File: src/rtl/voice_allocator_if.sv
`default_nettype none
// ============================================================================
// Module      : voice_allocator_if
// Description : Note-event handshake bundle between an event source and the
//               voice allocator.
// Revision    : 1.0 - initial release
// ============================================================================
interface voice_allocator_if;
    logic        evValid;
    logic        evReady;
    logic        evNoteOn;
    logic [6:0]  evKey;
    logic [15:0] evTuneWord;
    logic [7:0]  evVolume;

    modport master (
        output evValid, evNoteOn, evKey, evTuneWord, evVolume,
        input  evReady
    );

    modport slave (
        input  evValid, evNoteOn, evKey, evTuneWord, evVolume,
        output evReady
    );
endinterface
`default_nettype wire

File: src/rtl/voice_allocator.sv
`default_nettype none
// ============================================================================
// Module      : voice_allocator
// Description : Polyphonic voice allocator with retrigger, idle, release and
//               oldest-held steal selection plus tick-driven release decay.
// Revision    : 1.0 - initial release
// ============================================================================
module voice_allocator #(
    parameter int         NUM_TRACKS   = 4,
    parameter logic [7:0] RELEASE_STEP = 8'd4
) (
    input  logic                     clk,
    input  logic                     reset,
    voice_allocator_if.slave         ev,
    input  logic                     tick,
    output logic [NUM_TRACKS*24-1:0] notePackets,
    output logic [NUM_TRACKS-1:0]    voiceActive,
    output logic                     stealPulse
);
    localparam int IW = (NUM_TRACKS > 1) ? $clog2(NUM_TRACKS) : 1;

    typedef enum logic [1:0] {V_IDLE = 2'd0, V_HELD = 2'd1, V_REL = 2'd2} vstate_t;
    typedef enum logic [0:0] {S_ACCEPT = 1'b0, S_APPLY = 1'b1} fsm_t;

    fsm_t        fsm_q;
    logic        ready_q;
    logic        evt_on_q;
    logic [6:0]  evt_key_q;
    logic [15:0] evt_tune_q;
    logic [7:0]  evt_vol_q;

    vstate_t     st_q   [NUM_TRACKS];
    vstate_t     st_d   [NUM_TRACKS];
    logic [6:0]  key_q  [NUM_TRACKS];
    logic [6:0]  key_d  [NUM_TRACKS];
    logic [15:0] tune_q [NUM_TRACKS];
    logic [15:0] tune_d [NUM_TRACKS];
    logic [7:0]  vol_q  [NUM_TRACKS];
    logic [7:0]  vol_d  [NUM_TRACKS];
    logic [3:0]  age_q  [NUM_TRACKS];
    logic [3:0]  age_d  [NUM_TRACKS];

    logic [NUM_TRACKS*24-1:0] pkt_q;
    logic [NUM_TRACKS-1:0]    act_q;
    logic                     steal_q;

    logic          match_hit, idle_hit, rel_hit, held_hit, off_hit;
    logic [IW-1:0] match_idx, idle_idx, rel_idx, held_idx, off_idx, sel_idx;
    logic [7:0]    rel_vol;
    logic [3:0]    held_age;
    logic          sel_steal;
    logic          apply;

    assign apply = (fsm_q == S_APPLY);

    // Candidate scans; strict compares keep ties on the lowest index.
    always_comb begin
        match_hit = 1'b0; match_idx = '0;
        idle_hit  = 1'b0; idle_idx  = '0;
        rel_hit   = 1'b0; rel_idx   = '0; rel_vol  = '0;
        held_hit  = 1'b0; held_idx  = '0; held_age = '0;
        off_hit   = 1'b0; off_idx   = '0;
        for (int v = 0; v < NUM_TRACKS; v++) begin
            if (!match_hit && st_q[v] != V_IDLE && key_q[v] == evt_key_q) begin
                match_hit = 1'b1; match_idx = IW'(v);
            end
            if (!off_hit && st_q[v] == V_HELD && key_q[v] == evt_key_q) begin
                off_hit = 1'b1; off_idx = IW'(v);
            end
            if (!idle_hit && st_q[v] == V_IDLE) begin
                idle_hit = 1'b1; idle_idx = IW'(v);
            end
            if (st_q[v] == V_REL && (!rel_hit || vol_q[v] < rel_vol)) begin
                rel_hit = 1'b1; rel_idx = IW'(v); rel_vol = vol_q[v];
            end
            if (st_q[v] == V_HELD && (!held_hit || age_q[v] > held_age)) begin
                held_hit = 1'b1; held_idx = IW'(v); held_age = age_q[v];
            end
        end
        sel_steal = 1'b0;
        if (match_hit)     sel_idx = match_idx;
        else if (idle_hit) sel_idx = idle_idx;
        else if (rel_hit)  sel_idx = rel_idx;
        else begin
            sel_idx   = held_idx;
            sel_steal = 1'b1;
        end
    end

    // Tick decay first; an APPLY write to the same voice overrides it.
    always_comb begin
        for (int v = 0; v < NUM_TRACKS; v++) begin
            st_d[v]   = st_q[v];
            key_d[v]  = key_q[v];
            tune_d[v] = tune_q[v];
            vol_d[v]  = vol_q[v];
            age_d[v]  = age_q[v];
            if (tick && st_q[v] == V_REL) begin
                vol_d[v] = (vol_q[v] > RELEASE_STEP) ? vol_q[v] - RELEASE_STEP : 8'd0;
                if (vol_q[v] <= RELEASE_STEP) st_d[v] = V_IDLE;
            end
            if (apply) begin
                if (evt_on_q) begin
                    if (IW'(v) == sel_idx) begin
                        st_d[v]   = V_HELD;
                        key_d[v]  = evt_key_q;
                        tune_d[v] = evt_tune_q;
                        vol_d[v]  = evt_vol_q;
                        age_d[v]  = 4'd0;
                    end else if (st_q[v] != V_IDLE && age_q[v] != 4'hF) begin
                        age_d[v] = age_q[v] + 4'd1;
                    end
                end else if (off_hit && IW'(v) == off_idx) begin
                    st_d[v] = V_REL;
                end
            end
        end
    end

    always_ff @(posedge clk or negedge reset) begin
        if (!reset) begin
            fsm_q      <= S_ACCEPT;
            ready_q    <= 1'b0;
            evt_on_q   <= 1'b0;
            evt_key_q  <= '0;
            evt_tune_q <= '0;
            evt_vol_q  <= '0;
            pkt_q      <= '0;
            act_q      <= '0;
            steal_q    <= 1'b0;
            for (int v = 0; v < NUM_TRACKS; v++) begin
                st_q[v]   <= V_IDLE;
                key_q[v]  <= '0;
                tune_q[v] <= '0;
                vol_q[v]  <= '0;
                age_q[v]  <= '0;
            end
        end else begin
            case (fsm_q)
                S_ACCEPT: begin
                    if (ev.evValid && ready_q) begin
                        evt_on_q   <= ev.evNoteOn && (ev.evVolume != 8'd0);
                        evt_key_q  <= ev.evKey;
                        evt_tune_q <= ev.evTuneWord;
                        evt_vol_q  <= ev.evVolume;
                        fsm_q      <= S_APPLY;
                        ready_q    <= 1'b0;
                    end else begin
                        ready_q    <= 1'b1;
                    end
                end
                default: begin
                    fsm_q   <= S_ACCEPT;
                    ready_q <= 1'b1;
                end
            endcase
            steal_q <= apply && evt_on_q && sel_steal;
            // Output stage registers the voice state, one edge behind it.
            for (int v = 0; v < NUM_TRACKS; v++) begin
                pkt_q[24*v +: 24] <= (st_q[v] == V_IDLE) ? 24'h0 : {tune_q[v], vol_q[v]};
                act_q[v]          <= (st_q[v] != V_IDLE);
                st_q[v]   <= st_d[v];
                key_q[v]  <= key_d[v];
                tune_q[v] <= tune_d[v];
                vol_q[v]  <= vol_d[v];
                age_q[v]  <= age_d[v];
            end
        end
    end

    assign ev.evReady  = ready_q;
    assign notePackets = pkt_q;
    assign voiceActive = act_q;
    assign stealPulse  = steal_q;
endmodule
`default_nettype wire
File: src/flat_wrapper.sv
// flat-port wrapper written by rule: the top's interface ports become plain ports
module voice_allocator_flat 
#(
    parameter int         NUM_TRACKS   = 4,
    parameter logic [7:0] RELEASE_STEP = 8'd4
)
  (clk, reset, tick, notePackets, voiceActive, stealPulse, ev_evValid, ev_evNoteOn, ev_evKey, ev_evTuneWord, ev_evVolume, ev_evReady);
  voice_allocator_if ev_i ();
  input  logic clk;
  input  logic reset;
  input  logic tick;
  output logic [NUM_TRACKS*24-1:0] notePackets;
  output logic [NUM_TRACKS-1:0] voiceActive;
  output logic stealPulse;
  input wire logic [$bits(ev_i.evValid)-1:0] ev_evValid;
  input wire logic [$bits(ev_i.evNoteOn)-1:0] ev_evNoteOn;
  input wire logic [$bits(ev_i.evKey)-1:0] ev_evKey;
  input wire logic [$bits(ev_i.evTuneWord)-1:0] ev_evTuneWord;
  input wire logic [$bits(ev_i.evVolume)-1:0] ev_evVolume;
  output wire logic [$bits(ev_i.evReady)-1:0] ev_evReady;
  assign ev_i.evValid = ev_evValid;
  assign ev_i.evNoteOn = ev_evNoteOn;
  assign ev_i.evKey = ev_evKey;
  assign ev_i.evTuneWord = ev_evTuneWord;
  assign ev_i.evVolume = ev_evVolume;
  assign ev_evReady = ev_i.evReady;
  voice_allocator #(.NUM_TRACKS(NUM_TRACKS), .RELEASE_STEP(RELEASE_STEP)) u_core (.clk(clk), .reset(reset), .ev(ev_i), .tick(tick), .notePackets(notePackets), .voiceActive(voiceActive), .stealPulse(stealPulse));
endmodule
File: config.mk
export PLATFORM = sky130hd
export DESIGN_NAME = voice_allocator_flat
export DESIGN_NICKNAME = d
export VERILOG_FILES = /design/src/rtl/voice_allocator_if.sv /design/src/rtl/voice_allocator.sv /design/src/flat_wrapper.sv
export SDC_FILE = /design/constraint.sdc
export NUM_CORES = 1
export LEC_CHECK = 0
export CAP_MARGIN = 20
export CORE_MARGIN = 2
export CORE_UTILIZATION = 35
export CTS_BUF_LIST = sky130_fd_sc_hd__clkbuf_2 sky130_fd_sc_hd__clkbuf_4 sky130_fd_sc_hd__clkbuf_8
export DETAILED_ROUTE_END_ITERATION = 6
export GPL_TIMING_DRIVEN = 0
export SKIP_CTS_REPAIR_TIMING = 1
export SYNTH_ARGS = -nofsm -noshare
export SYNTH_HDL_FRONTEND = slang
export SYNTH_SLANG_ARGS = --single-unit
File: constraint.sdc
create_clock -name clk -period 7.7 [get_ports clk]
set_input_delay 1.155 -clock clk [delete_from_list [all_inputs] [get_ports clk]]
set_output_delay 1.155 -clock clk [all_outputs]
set_load 0.01 [all_outputs]
# [Yosys cells after proc, flatten, opt, wreduce, memory -nomap -nowiden]
# Index checks and enable logic that the tools add are counted.
[word_totals] regBits=283 inputBits=36 out_inout_bits=102 word_cells=264
[classes] addsub=8 order_cmp=14 eq_ne=22 n_mux=106 n_bitwise=1 reduce_logical=84
[ops] operator="$mux W8" n=23
[ops] operator="$mux W24" n=4
[ops] operator="$mux W2" n=37
[ops] operator="$mux W4" n=11
[ops] operator="$logic_and A1 B1 Y1" n=39
[ops] operator="$gt A8 B3 Y1 const B" n=4
[ops] operator="$le A8 B3 Y1 const B" n=4
[ops] operator="$sub A8 B3 Y8 const B" n=4
[ops] operator="$mux W1" n=31
[ops] operator="$eq A7 B7 Y1" n=4
[ops] operator="$lt A8 B8 Y1" n=3
[ops] operator="$reduce_and A3 Y1" n=8
[ops] operator="$add A4 B1 Y4 const B" n=4
[ops] operator="$ne A4 B4 Y1 const B" n=4
[ops] operator="$reduce_bool A2 Y1" n=8
[ops] operator="$logic_not A1 Y1" n=15
[ops] operator="$gt A4 B4 Y1" n=3
[ops] operator="$logic_not A2 Y1" n=6
[ops] operator="$eq A2 B1 Y1 const B" n=4
[ops] operator="$eq A2 B2 Y1 const A" n=4
[ops] operator="$eq A2 B2 Y1 const B" n=4
[ops] operator="$reduce_bool A8 Y1" n=1
[ops] operator="$logic_or A1 B1 Y1" n=6
[ops] operator="$eq A1 B2 Y1 const A" n=2
[ops] operator="2 further kinds" n=2

# [Depth between registers and ports, before layout]
# Gate-level depths: netlist of run 1.
[depth] ltp_word=21 depth_mapped=33 mapped_depth_nobuf=28

# [Worst setup path after synthesis of run 1]
# Ideal clock, no wire load.
[synth_path] kind="register to register" start="register u_core.st_q[6] (netlist bit)" end="register u_core.tune_q[33] (netlist bit)" setup_time_ps=125 arrival_ps=6704 required_ps=7575 setup_slack_ps=871 stages_incl_launch_ff=32 path_buffers=5 period_less_slack_ps=6829 path_cell_list="dfrtp_1 -> nor2b_1 -> clkbuf_1 -> nand2_1 -> ha_1 -> a211o_1 -> a21oi_1 -> a21oi_2 -> nand2b_2 -> a21oi_1 -> clkbuf_1 -> a21oi_1 -> ha_1 -> nand4_1 -> o2111ai_1 -> o21a_1 -> nor3_1 -> o21ai_2 -> o21a_1 -> clkbuf_1 -> nor2_1 -> a21o_1 -> ha_1 -> a211o_1 -> o21ai_0 -> or3b_1 -> o22ai_2 -> o31ai_2 -> o211a_1 -> buf_6 -> buf_6 -> mux2_2"
[synth_between] elab_chain_len=19 word_cells_on_any_way=82 cone_classes="order compare (6); eq/ne (3); mux (36); reduce/logical (37)"
[synth_lines] item="from (decl)" line_no="voice_allocator.sv:32" rtl="vstate_t st_q [NUM_TRACKS];"
[synth_lines] item="from (signal, indexed assignment)" line_no="voice_allocator.sv:162" rtl="st_q[v] <= st_d[v];"
[synth_lines] item="$eq A2 B2 Y1 / $eq A2 B1 Y1 (equally long branches)" line_no="voice_allocator.sv:73, voice_allocator.sv:76"
[synth_lines] item="$mux W8, or another cell as far along" line_no="voice_allocator.sv:73" rtl="if (st_q[v] == V_REL && (!rel_hit || vol_q[v] < rel_vol)) begin"
[synth_lines] item="$lt A8 B8 Y1, or another cell as far along" line_no="voice_allocator.sv:73"
[synth_lines] item="$logic_or A1 B1 Y1, on equally long branches" line_no="voice_allocator.sv:73, voice_allocator.sv:76"
[synth_lines] item="$logic_and A1 B1 Y1, on equally long branches" line_no="voice_allocator.sv:73, voice_allocator.sv:76"
[synth_lines] item="$mux W8, or another cell as far along" line_no="voice_allocator.sv:73"
[synth_lines] item="$lt A8 B8 Y1, or another cell as far along" line_no="voice_allocator.sv:73"
[synth_lines] item="$logic_or A1 B1 Y1, on equally long branches" line_no="voice_allocator.sv:73, voice_allocator.sv:76"
[synth_lines] item="[... 3 more ...]"
[synth_lines] item="$logic_or A1 B1 Y1, on equally long branches" line_no="voice_allocator.sv:73, voice_allocator.sv:76"
[synth_lines] item="$logic_and A1 B1 Y1, on equally long branches" line_no="voice_allocator.sv:73, voice_allocator.sv:76"
[synth_lines] item="$mux W2, or another cell as far along" line_no="voice_allocator.sv:73"
[synth_lines] item="$mux W2" line_no="voice_allocator.sv:83" rtl="else if (rel_hit) sel_idx = rel_idx;"
[synth_lines] item="$mux W2" line_no="voice_allocator.sv:82" rtl="else if (idle_hit) sel_idx = idle_idx;"
[synth_lines] item="$mux W2 *" line_no="voice_allocator.sv:81" rtl="if (match_hit) sel_idx = match_idx;"
[synth_lines] item="$eq A1 B2 Y1 *" line_no="voice_allocator.sv:104" rtl="if (IW'(v) == sel_idx) begin"
[synth_lines] item="$reduce_and A3 Y1 (no line) *"
[synth_lines] item="to (signal, indexed assignment)" line_no="voice_allocator.sv:164" rtl="tune_q[v] <= tune_d[v];"
[synth_lines] item="to (decl)" line_no="voice_allocator.sv:36" rtl="logic [15:0] tune_q [NUM_TRACKS];"
# Every way passes the cells marked *; elsewhere a longest branch is shown, timed or not.
# A chain may end at the register's enable or synchronous reset.

==> results of run 1 <==
==> flip-flops by register name, indices dropped and copies added, names as in the netlist <==
register            cells
u_core.evt_on_q         1
u_core.apply            1
u_core.tune_q          64
u_core.stealPulse       1
u_core.evt_vol_q        8
u_core.ev.evReady       1
u_core.age_q           16
u_core.st_q             8
u_core.voiceActive      4
u_core.notePackets     96
u_core.evt_tune_q      16
u_core.vol_q           32
u_core.key_q           28
u_core.evt_key_q        7
==> stage by stage <==
step           std cells  power, mW  hold WS [ns]  util, %
2_1_floorplan       1104       4.14         0.446        -
3_3_place_gp        1708       5.18         0.454     40.9
3_5_place_dp        1713       5.24         0.461     41.1
4_1_cts             1802       6.87         0.475     44.3
5_1_grt             1805       7.29         0.488     44.4
6_report            1808       6.82         0.470     44.4
==> metal layers <==
metal	up-vias	wire length (um)	track usage, %	part of all wire, %
met4	8	495	3.96	1.5
li1	4191	-	-	-
met3	51	2240	4.89	6.9
met5	-	48	0	0.15
met2	214	14100	25.7	44
met1	4364	15500	24.4	48
==> logic make-up after synthesis <==
family | synth area share, %
multiplexers | 12.0
buffers and inverters | 2.83
adder cells (fa/ha/maj) | 4.34
AO/OA/AOI/OAI | 6.34
XOR/XNOR | 3.38
flip-flops | 54.6
AND/OR/NAND/NOR | 16.5
==> layout by cell type (no fill, tap or decap), drive strengths merged, types with 4 or more instances in the layout <==
cell and n:
a21oi 40, xor2 27, o211ai 6, a311oi 4
nand2 133, mux2i 9, o21a 6, nand2b 17
o22ai 4, diode 6, nor4b 4, nor2 75
dfrtp 283, xnor2 23, bufinv 4, or3 4
a211oi 4, ha 45, o21ai 16, mux2 120
nor4 12, and2 73, or4 5, nand3 14
nor2b 34, inv 25, clkbuf 94, clkinv 11
buf 28, a31oi 5, clkdlybuf4s50 135, nand4 13
a21o 9, nor3 13
==> worst paths after layout <==
| kind | startpoint | to | slack (ns) | depth (start not counted) |
|---|---|---|---|---|
| setup / recovery | u_core.st_q[6] | u_core.vol_q[26] | 0.33 | 32 |
| hold / removal | u_core.tune_q[31] | u_core.notePackets[71] | 0.47 | 1 |
| setup reg to reg | u_core.st_q[6] | u_core.vol_q[26] | 0.33 | 32 |
| hold reg to reg | u_core.tune_q[31] | u_core.notePackets[71] | 0.47 | 1 |
| max in group asynchronous | reset | u_core.tune_q[51] | 5.73 | 3 |
| min in group asynchronous | reset | u_core.age_q[7] | 0.54 | 1 |
==> cell type report <==
cell class / count / area [um2] / share of cell area (%)
antenna: 6 / 15.0 / 0.0926
buffer: 43 / 282 / 1.74
clock buffer: 73 / 967 / 5.96
clock inverter: 16 / 205 / 1.27
inverter: 25 / 93.8 / 0.579
multi-input combinational: 753 / 5550 / 34.2
sequential: 283 / 7080 / 43.7
tap: 468 / 586 / 3.61
timing repair buffer: 141 / 1440 / 8.86
==> power groups by stage <==
| stage | combinational [mW] | clock (mW) | sequential (mW) |
|---|---|---|---|
| final | 2.76 | 1.59 | 2.48 |
| after global routing | 3.04 | 1.70 | 2.55 |
| after CTS | 2.76 | 1.63 | 2.47 |
| after detailed placement | 2.75 | 0 | 2.49 |
| after global placement | 2.69 | 0 | 2.49 |
| after floorplan | 1.65 | 0 | 2.48 |
==> results_dict.tcl, run 1 <==
set metrics [dict create \
    synthCells 1104 \
    power_frac_comb_pct 40.4 \
    grt_usage_pct 17.1 \
    ir_worst_vdd_v 0.000195 \
    syn_area_per_cell_um2 11.8 \
    worst_setup_path_end_kind "flop" \
    firstDrtPassIters 5 \
    slew_headroom_pct 42.3 \
    synthTopCellsByArea "dfrtp_1, mux2_2, ha_1, nand2_1, mux2_4" \
    insertion_delay_ns 0.59 \
    netlist_area_um2 13000 \
    grt_max_degree 120 \
    area_growth_syn_to_layout_pct 25.0 \
    ys_seq_elements 283 \
    cp_max_fo 10 \
    crit_type "reg -> reg" \
    die_area_um2 38600 \
    drt_iter0_markers 428 \
    synth_top_flop_cell "dfrtp_1" \
    period_share_pct 95.7 \
    fin_worst_skew_ns 0.0427 \
    synth.most_common_cell "dfrtp_1" \
    seqPwrFrac_pct 36.3 \
    ys_types 70 \
    clk_pin_slew_ns 0.06 \
    routabilityCongestion 0.886 \
    async_reset_ff_share_pct 100 \
    fill_cells 3378 \
    drv_slew 0 \
    synth_top_cells_by_count "dfrtp_1, nand2_1, mux2_2" \
    vias 8828 \
    grt_overflow 0 \
    design_area_um2 16200 \
    cts_sinks 283 \
    postRouteWirelength_um 32400 \
    start_util_pct 35.5 \
    cts_inserted_buffers 48 \
    layout-drive-gt1-share_pct 18.8 \
    worst_path_max_delay_cell "dfrtp_1" \
    yosysTopAreaCellShare_pct 54.6 \
    cp-start-kind "flop" \
    fp.dieW_um 197 \
    power.internal_mw 4.41 \
    h-tree-depth 2 \
    place_ws_ns -0.393 \
    postRouteAntennaNets 0 \
    avgViaCountPerCell 4.88 \
    tritoncts "built" \
    setup_violations 0 \
    cellPowerDensity_nw_per_um2 420 \
    period_needed_ns 7.37 \
    cp_top_family "compound AO/OA/AOI/OAI gates" \
    synth_warnings 0 \
    drc 0 \
    cts_max_path_buffers 3 \
    syn_nets 1185 \
    final_nets 1376 \
    fmax_mhz 136 \
    maxCapViolCount 0 \
    synth-edff-count 0 \
    slowest_delay_ns 0.45 \
    core_region_area_um2 36500 \
    arrival_ns 7.80 \
    setup_ws_ns 0.330 \
    rows 70 \
    io-pin-count 138 \
    worst_slew_pin_slew_ns 0.858 \
    synth_largest_area_cell "dfrtp_1" \
    dp_hpwl_um 22900 \
    first_global_vias 9001 \
    swShare_pct 35.4 \
    p_leak_nw 7.46 \
    grt_first_pass_wirelength_um 51400 \
    min_path_type "reg -> reg" \
    fp.dieH_um 197 \
    tns_ns 0 \
    port_buffers 136 \
    dpl_cell_area_um2 15000 \
    crit_buf_inv 5 \
    antenna_found_initial 13 \
    cts-root-buf "clkbuf_8" \
    finalHoldViolCount 0 \
    avgRoutedWirePerCell_um 17.9 \
    switching_power_mw 2.41 \
    clock_power_share_pct 23.3 \
    status "finished, final reports clean" \
    cp.required_ns 8.13 \
    ys_seq_area_share_pct 54.6 \
]
(Power assumes the default switching activity.)
==> inputs of run 2 (changes only) <==
- CORE_UTILIZATION: 35 -> 50
- PLACE_DENSITY: unset -> 0.73
==> run 2 against run 1 <==
Net effect: fmax is 0.84% higher; via count hardly changed; global-route usage is 5.7 points higher; non-clock buffer count stayed put; final cell count is 8.2% lower; count of clock-buffer cells in the layout is 2 lower; register-to-register slack better by 0.06 ns; clock power is 13% lower; critical path type unchanged; power is 3.1% lower; setup slack better by 0.061 ns; clock skew is 0.028 ns lower.
==> results_dict.tcl, run 2 (same netlist as run 1, synthesis figures left out) <==
set metrics [dict create \
    layout.cells.non_filler 1659 \
    antenna_found_initial 2 \
    tns_ns 0 \
    ir_worst_vdd_v 0.000225 \
    cts_max_path_buffers 3 \
    crit_type "reg -> reg" \
    holdWs_ns 0.462 \
    worst_path_max_delay_cell "dfrtp_1" \
    drv_slew 0 \
    firstDrtPassIters 5 \
    cellPowerDensity_nw_per_um2 416 \
    drc 0 \
    largest_register_ffs 96 \
    insertion_delay_ns 0.57 \
    postRouteAntennaNets 0 \
    fp.dieW_um 165 \
    fin_worst_skew_ns 0.0148 \
    final_nets 1374 \
    period_share_pct 94.9 \
    arrival_ns 7.75 \
    vias 8821 \
    layout-drive-gt1-share_pct 18.5 \
    period_needed_ns 7.31 \
    fp.dieH_um 165 \
    fill_cells 1988 \
    r2r_setup_slack_ns 0.39 \
    rr_endpoint "u_core.vol_q[28]" \
    io-pin-count 138 \
    p_leak_nw 7.38 \
    worst_setup_path_end_kind "flop" \
    cts_sinks 283 \
    worstHoldPathCells 1 \
    grt_max_degree 120 \
    avgRoutedWirePerCell_um 18.2 \
    grt_first_pass_wirelength_um 47600 \
    final_common_cell "dfrtp_1" \
    worst_slew_pin_slew_ns 0.906 \
    rsz0062_at_grt "false" \
    min_path_type "reg -> reg" \
    grt_overflow 0 \
    cp_max_fo 10 \
    mostFrequentLayoutCells "dfrtp_1, clkdlybuf4s50_1, nand2_1" \
    cp.required_ns 8.14 \
    cp-start-kind "flop" \
    timing.rr.start "u_core.st_q[6]" \
    avgViaCountPerCell 5.32 \
    first_global_vias 8913 \
    slew_headroom_pct 39.0 \
    reg2reg_depth 33 \
    grt_usage_pct 22.8 \
    maxCapViolCount 0 \
    setup_violations 0 \
    cts_inserted_buffers 46 \
    fmax_mhz 137 \
    port_buffers 136 \
    tritoncts "built" \
    cts-root-buf "clkbuf_8" \
    status "finished, final reports clean" \
    dp_hpwl_um 21600 \
    hold_path_end "u_core.notePackets[35]" \
    die_area_um2 27300 \
    clk_pin_slew_ns 0.07 \
    drt_iter0_markers 507 \
    place_inst 1575 \
    routabilityCongestion 0.901 \
    slowest_delay_ns 0.48 \
    core_region_area_um2 25300 \
    start_util_pct 51.2 \
    area_growth_syn_to_layout_pct 22.4 \
    postRouteWirelength_um 30100 \
    hp-start "u_core.tune_q[35]" \
    h-tree-depth 2 \
    finalHoldViolCount 0 \
    rows 58 \
]
[run 2: changes by cell type in the layout (fill, tap and decap cells not counted), sizes merged]
cell,change
bufinv,-3
diode,-5
inv,+1
clkinv,-3
clkbuf,-2
clkinvlp,+1
[run 2: area by class of cell]
cell class	count	area (um2)	area share (%)
plain buffers	43	282	1.77
clock buffers	71	902	5.68
well taps	330	413	2.60
repair buffers	141	1440	9.05
diodes	1	2.50	0.0158
multi-input cells	753	5560	35.0
inverters	25	93.8	0.591
flip-flops and latches	283	7080	44.6
clock inverters	12	105	0.662
[run 2: worst max path at each step]
stage | startpoint | end | slack, ns | cells past startpoint
finish | u_core.st_q[6] | u_core.vol_q[28] | 0.39 | 33
global route | u_core.st_q[6] | u_core.tune_q[62] | 0.005 | 33
CTS | u_core.st_q[7] | u_core.tune_q[43] | -0.55 | 32
detailed placement | u_core.st_q[7] | u_core.tune_q[44] | -0.46 | 32
global placement | reset | u_core.notePackets[38] | -6.46 | 1
floorplan | u_core.st_q[6] | u_core.tune_q[33] | 0.87 | 31
[run 2: through the flow]
| step | area, um2 | util (%) | setup slack, ns | power (mW) |
|---|---|---|---|---|
| finish | 15900 | 62.7 | 0.392 | 6.61 |
| global route | 15900 | 62.7 | 0.00527 | 7.06 |
| CTS | 15800 | 62.5 | -0.550 | 6.62 |
| detailed placement | 14800 | 58.5 | -0.462 | 5.21 |
| global placement | 14700 | 58.2 | -6.46 | 5.13 |
| floorplan | 13000 | - | 0.871 | 4.14 |
[run 2: routing by layer]
metal  global-route usage (%)  share of wire (%)  up-vias
met5                        0              0.043        -
met1                     31.9                 45     4363
met4                     6.72                2.1        2
met3                     5.44                6.3       42
li1                         -                  -     4177
met2                     35.6                 46      237
[run 2: power by group]
group	internal, mW	switching, mW	leakage, nW
clock	0.787	0.599	0.533
combinational	1.40	1.36	3.21
sequential	2.07	0.403	3.63
total	4.25	2.36	7.38
[run 2: worst max-delay path: cells and delay by family (launching register included)]
kind / cells / cell delay (ns)
fa+ha+maj: 3 / 0.84
compound gates: 15 / 3.00
simple gates: 9 / 1.41
buf+inv: 5 / 1.10
mux: 1 / 0.31
flops: 1 / 0.48
